`config.mk`:
```
export PLATFORM = sky130hd
export DESIGN_NAME = hex_scan
export DESIGN_NICKNAME = d
export VERILOG_FILES = /design/src/rtl/hex_scan.sv
export SDC_FILE = /design/constraint.sdc
export NUM_CORES = 1
export LEC_CHECK = 0
export CORE_MARGIN = 8
export CORE_UTILIZATION = 54
export CTS_CLUSTER_DIAMETER = 120
export CTS_CLUSTER_SIZE = 12
export DETAILED_ROUTE_END_ITERATION = 7
export GPL_TIMING_DRIVEN = 1
export PLACE_DENSITY = 0.76
export SLEW_MARGIN = 20
export SYNTH_ARGS = -nofsm -noshare
export SYNTH_HDL_FRONTEND = slang
export SYNTH_SLANG_ARGS = --single-unit
```
`constraint.sdc`:
```
create_clock -name clk -period 2.2 [get_ports clk]
set_input_delay 0.22 -clock clk [delete_from_list [all_inputs] [get_ports clk]]
set_output_delay 0.22 -clock clk [all_outputs]
set_load 0.01 [all_outputs]
```
`src/rtl/hex_scan.sv`:
```
// hex_scan: multiplexed hex seven-segment scanner with frame-synchronous display update.
//   Optional feature: define HEX_SCAN_BLINK_EN to add blink_mask and BLINK_FRAMES.
//   clk        : rising-edge clock
//   rst_n      : synchronous active-low reset
//   data_in    : nibble k (bits 4k+3..4k) is the value for digit k
//   load       : capture request for data_in
//   blank      : bit k blanks digit k (used live)
//   blink_mask : (HEX_SCAN_BLINK_EN only) digits that blink
//   seg        : registered segments g..a, bit 0 = a
//   dig_sel    : registered one-hot digit enable
//   frame_done : one-cycle pulse the cycle after each frame boundary
//   pending    : shadow holds data not yet displayed
module hex_scan #(
    parameter int DIGITS = 4,
    parameter int DIV = 50000,
    parameter int ACTIVE_LOW = 1
`ifdef HEX_SCAN_BLINK_EN
    , parameter int BLINK_FRAMES = 64
`endif
) (
    input  logic                  clk,
    input  logic                  rst_n,
    input  logic [4*DIGITS-1:0]   data_in,
    input  logic                  load,
    input  logic [DIGITS-1:0]     blank,
`ifdef HEX_SCAN_BLINK_EN
    input  logic [DIGITS-1:0]     blink_mask,
`endif
    output logic [6:0]            seg,
    output logic [DIGITS-1:0]     dig_sel,
    output logic                  frame_done,
    output logic                  pending
);
    localparam int PW = DIV > 1 ? $clog2(DIV) : 1;
    localparam int IW = DIGITS > 1 ? $clog2(DIGITS) : 1;
    localparam logic [PW-1:0] PMAX = PW'(DIV - 1);
    localparam logic [IW-1:0] IMAX = IW'(DIGITS - 1);
    localparam logic [111:0] SEG_LUT = {7'h71, 7'h79, 7'h5E, 7'h39, 7'h7C, 7'h77, 7'h6F, 7'h7F,
                                        7'h07, 7'h7D, 7'h6D, 7'h66, 7'h4F, 7'h5B, 7'h06, 7'h3F};
    logic [PW-1:0]       presc_q, presc_d;
    logic [IW-1:0]       idx_q, idx_d;
    logic [4*DIGITS-1:0] disp_q, disp_d, shad_q, shad_d;
    logic                pend_q, pend_d, fd_q, fd_d;
    logic [6:0]          seg_q, seg_d;
    logic [DIGITS-1:0]   sel_q, sel_d;
    logic                wrap, boundary, off;
    logic [3:0]          nib;
`ifdef HEX_SCAN_BLINK_EN
    localparam int BW = $clog2(BLINK_FRAMES);
    localparam logic [BW-1:0] BMAX = BW'(BLINK_FRAMES - 1);
    localparam logic [BW-1:0] BHALF = BW'(BLINK_FRAMES / 2);
    logic [BW-1:0] blk_q, blk_d;
`endif
    always_comb begin
        wrap = presc_q == PMAX;
        boundary = wrap && idx_q == IMAX;
        presc_d = wrap ? '0 : presc_q + 1'b1;
        idx_d = wrap ? (idx_q == IMAX ? '0 : idx_q + 1'b1) : idx_q;
        shad_d = load ? data_in : shad_q;
        // A load landing on the boundary goes straight to the display, so nothing is left pending.
        pend_d = boundary ? 1'b0 : (load | pend_q);
        disp_d = boundary && load ? data_in : boundary && pend_q ? shad_q : disp_q;
        fd_d = boundary;
        nib = disp_q[idx_q*4 +: 4];
        off = blank[idx_q];
`ifdef HEX_SCAN_BLINK_EN
        blk_d = boundary ? (blk_q == BMAX ? '0 : blk_q + 1'b1) : blk_q;
        off = off | (blink_mask[idx_q] && blk_q >= BHALF);
`endif
        seg_d = off ? 7'h00 : SEG_LUT[nib*7 +: 7];
        sel_d = DIGITS'(1) << idx_q;
    end
    always_ff @(posedge clk) begin
        if (!rst_n) begin
            presc_q <= '0;
            idx_q   <= '0;
            disp_q  <= '0;
            shad_q  <= '0;
            pend_q  <= 1'b0;
            fd_q    <= 1'b0;
            seg_q   <= '0;
            sel_q   <= '0;
`ifdef HEX_SCAN_BLINK_EN
            blk_q   <= '0;
`endif
        end else begin
            presc_q <= presc_d;
            idx_q   <= idx_d;
            disp_q  <= disp_d;
            shad_q  <= shad_d;
            pend_q  <= pend_d;
            fd_q    <= fd_d;
            seg_q   <= seg_d;
            sel_q   <= sel_d;
`ifdef HEX_SCAN_BLINK_EN
            blk_q   <= blk_d;
`endif
        end
    end
    // Registers hold logical levels; polarity is applied only at the pins.
    assign seg = ACTIVE_LOW != 0 ? ~seg_q : seg_q;
    assign dig_sel = ACTIVE_LOW != 0 ? ~sel_q : sel_q;
    assign frame_done = fd_q;
    assign pending = pend_q;
endmodule

```
==> run metrics <==
Critical Path Max Stage Delay=roughly 0.55 ns; CP bufs+invs=0; Final GP Congestion=between 0.7 and 0.8; commonest cells in the netlist=dfxtp_1 (63), nor2_1 (35), mux2i_1 (17); GRT Total Usage=roughly 15%; Slew headroom=about half; post-CTS setup buffer count=0; Post-synth ARST share=0%; final hold violation count=0; final period utilization=92.9%; final routed DRC violation total=0; register-to-register setup slack=around 0.16 ns; Worst EP arrival=about 2.3 ns; Reg2Reg Depth=4; Post-synth top flop=dfxtp_1; largest net degree at the start of global routing=23; Syn Area/Cell=~10 µm²; die area=just under 8000 µm²; CTS Buf Count=9; Int Power=around 2000 µW; post-detail-place hpwl=3950 µm; Synth Register Bits=63; sequential share of the synthesized area=between 40% and 50%; GRT busiest layer=met2; worst hold path depth=1; top cells by area, synth=dfxtp_1 (45%), mux2i_1 (6.1%), mux4_2 (4.9%); synth warn=0; Post-CTS Resized=0; Psw=between 500 and 600 µW; clock-pin slew on the worst setup and hold paths=~0.07 ns; Pwr Total=around 2500 µW; placeable core region=5040 µm²; CP Launch Type=register; setup TNS=0 ns; Die Width=~90 µm; CP Depth=4; Comb pwr share=about 6.5%; crit-path max FO=7; area share of the largest cell type after synthesis=between 40% and 50%; final wirelength=~5600 µm; Vias/cell=5.35; Pins Over Slew Limit=0; switch share=21.4%; IO Pins=36; RSZ-0062 raised after global routing=no; GRT overflow=0; Max Cap Viol=0; TritonRoute pass-1 iters=4; critical path's top delay family=simple AND/OR/NAND/NOR gates; First DRT Iteration DRCs=91; Antenna Nets Post-Route=0; Max clock buf depth=2; CP max-delay cell=or4_4; Clk network pwr share=a little under half; PortBufs=35; most frequent cell after synthesis=dfxtp_1; # H-tree levels=3; CP required=approximately 2.4 ns; GRT met3 Usage=around 5.9%; Starting Density=between 50 and 60%; initial antenna violation count=0; Worst Skew=roughly 0.0092 ns; hold_buf cts=0; Worst Max-Slew Pin Slew=between 0.7 and 0.8 ns; CP cell instances=or4_4 > nor4_4 > nand3_1 > mux2_2; Syn Nets=305; Synth Instances=273; clk sinks=63; Avg WL per Cell=14.4 µm; GR Util met1=18.0%; vias in the first global route=between 1500 and 2000; met2 usage=roughly 25%; layout cells sized above 1=between 10% and 20%; Crit. End Element=register; CTS tree=yes; Root Driver=clkbuf_8; Tmin final=between 2 and 2.5 ns; area delta synth->final=23.2%; Flop pwr share=a little under half; Max Freq=~490 MHz; Final setup viols=0; mapped cell area=approximately 2800 µm²; Final nets=roughly 340; Post-synth EDFFs=0; leakage power=~0.0013 µW; worst vdd ir=approximately 0.47 mV; Die H=87.7 µm; global-route wire length before repair=9200 µm; Power Density=between 700 and 800 nW/µm²; Via Count=2064; diode count=0; CP Class=reg2reg; outcome=completed; worst-skew pair later-pin latency=around 0.34 ns; post-synth cell types=between 40 and 50; Core Rows=26; worst hold path type=reg2reg; Synth area leader=dfxtp_1
[cell usage in the layout, fill, tap and decap left out, types with 2 or more instances in the layout]
| master | instances |
|---|---|
| dfxtp_1 | 63 |
| nor2_1 | 35 |
| clkdlybuf4s50_1 | 35 |
| mux2i_1 | 17 |
| inv_1 | 15 |
| clkbuf_8 | 11 |
| nand2_1 | 10 |
| xor2_1 | 10 |
| mux2_2 | 9 |
| nand3_1 | 9 |
| a22oi_1 | 9 |
| o2bb2ai_1 | 9 |
| ha_1 | 9 |
| buf_4 | 8 |
| and2_1 | 7 |
| mux4_2 | 6 |
| a21oi_1 | 6 |
| and3_1 | 4 |
| nand4_1 | 4 |
| nand2b_1 | 3 |
| o21ai_0 | 3 |
| and4_1 | 3 |
| or3_1 | 3 |
| nor3_1 | 2 |
| a211oi_1 | 2 |
| or4_4 | 2 |
| xnor2_1 | 2 |
| clkinvlp_4 | 2 |
| bufinv_16 | 2 |
[power by group through the flow]
stage	Sequential, µW	Clock [µW]	Combinational [µW]
6_report	1180	1140	161
5_1_grt	1190	1220	177
4_1_cts	1180	1170	164
3_5_place_dp	1210	0	162
3_3_place_gp	1210	0	159
2_1_floorplan	1210	0	81.6
[stage by stage]
stage	util [%]	setup WS (ns)	instance area, µm²	hold WS [ns]	std cells
after floorplan	-	0.231	2780	0.367	273
after global placement	63.2	0.192	3190	0.445	370
after detailed placement	63.2	0.157	3190	0.451	370
after CTS	67.8	0.147	3420	0.470	386
after global routing	67.8	0.0131	3420	0.487	386
final	67.8	0.156	3420	0.468	386
[routing by layer]
layer,up-vias,wire length [µm],share of wire (%)
met5,-,0,0
met4,0,60,1.1
met3,7,390,7.0
met2,47,2610,47
met1,978,2520,45
li1,1032,-,-
[sequential cells by signal, summed over array words and instances (netlist names)]
register    count
seg_q           7
frame_done      1
pending         1
sel_q           4
idx_q           2
presc_q        16
disp_q         16
shad_q         16
[cells by family (layout without fill, tap and decap cells)]
logic type	count (synthesis)	in the layout	share of synthesized area (%)
compound gates	35	35	9.19
xor+xnor	12	12	3.79
fa+ha+maj	9	9	4.06
buf+inv	31	74	5.14
flops	63	63	45.4
mux	32	32	14.6
simple gates	91	91	17.8
[path summary, 6_finish.rpt]
| path | from | end |
|---|---|---|
| setup / recovery | presc_q[12] | disp_q[10] |
| hold / removal | disp_q[4] | disp_q[4] |
| setup reg to reg | presc_q[12] | disp_q[10] |
| hold reg to reg | disp_q[4] | disp_q[4] |
[area by class of cell]
class                      count  area (µm²)
inverter                      15        56.3
clock buffer                  11         151
multi-input combinational    179        1370
clock inverter                 5        80.1
timing repair buffer          43         410
fill                         419        1620
tap                           70        87.6
sequential                    63        1260
[worst register-to-register path, stage by stage, from the launching register on]
cell and delay [ns]:
dfxtp_1 0.35, or4_4 0.55, nor4_4 0.33, nand3_1 0.33
mux2_2 0.37
Note: power is estimated with default switching activity, not from simulation.
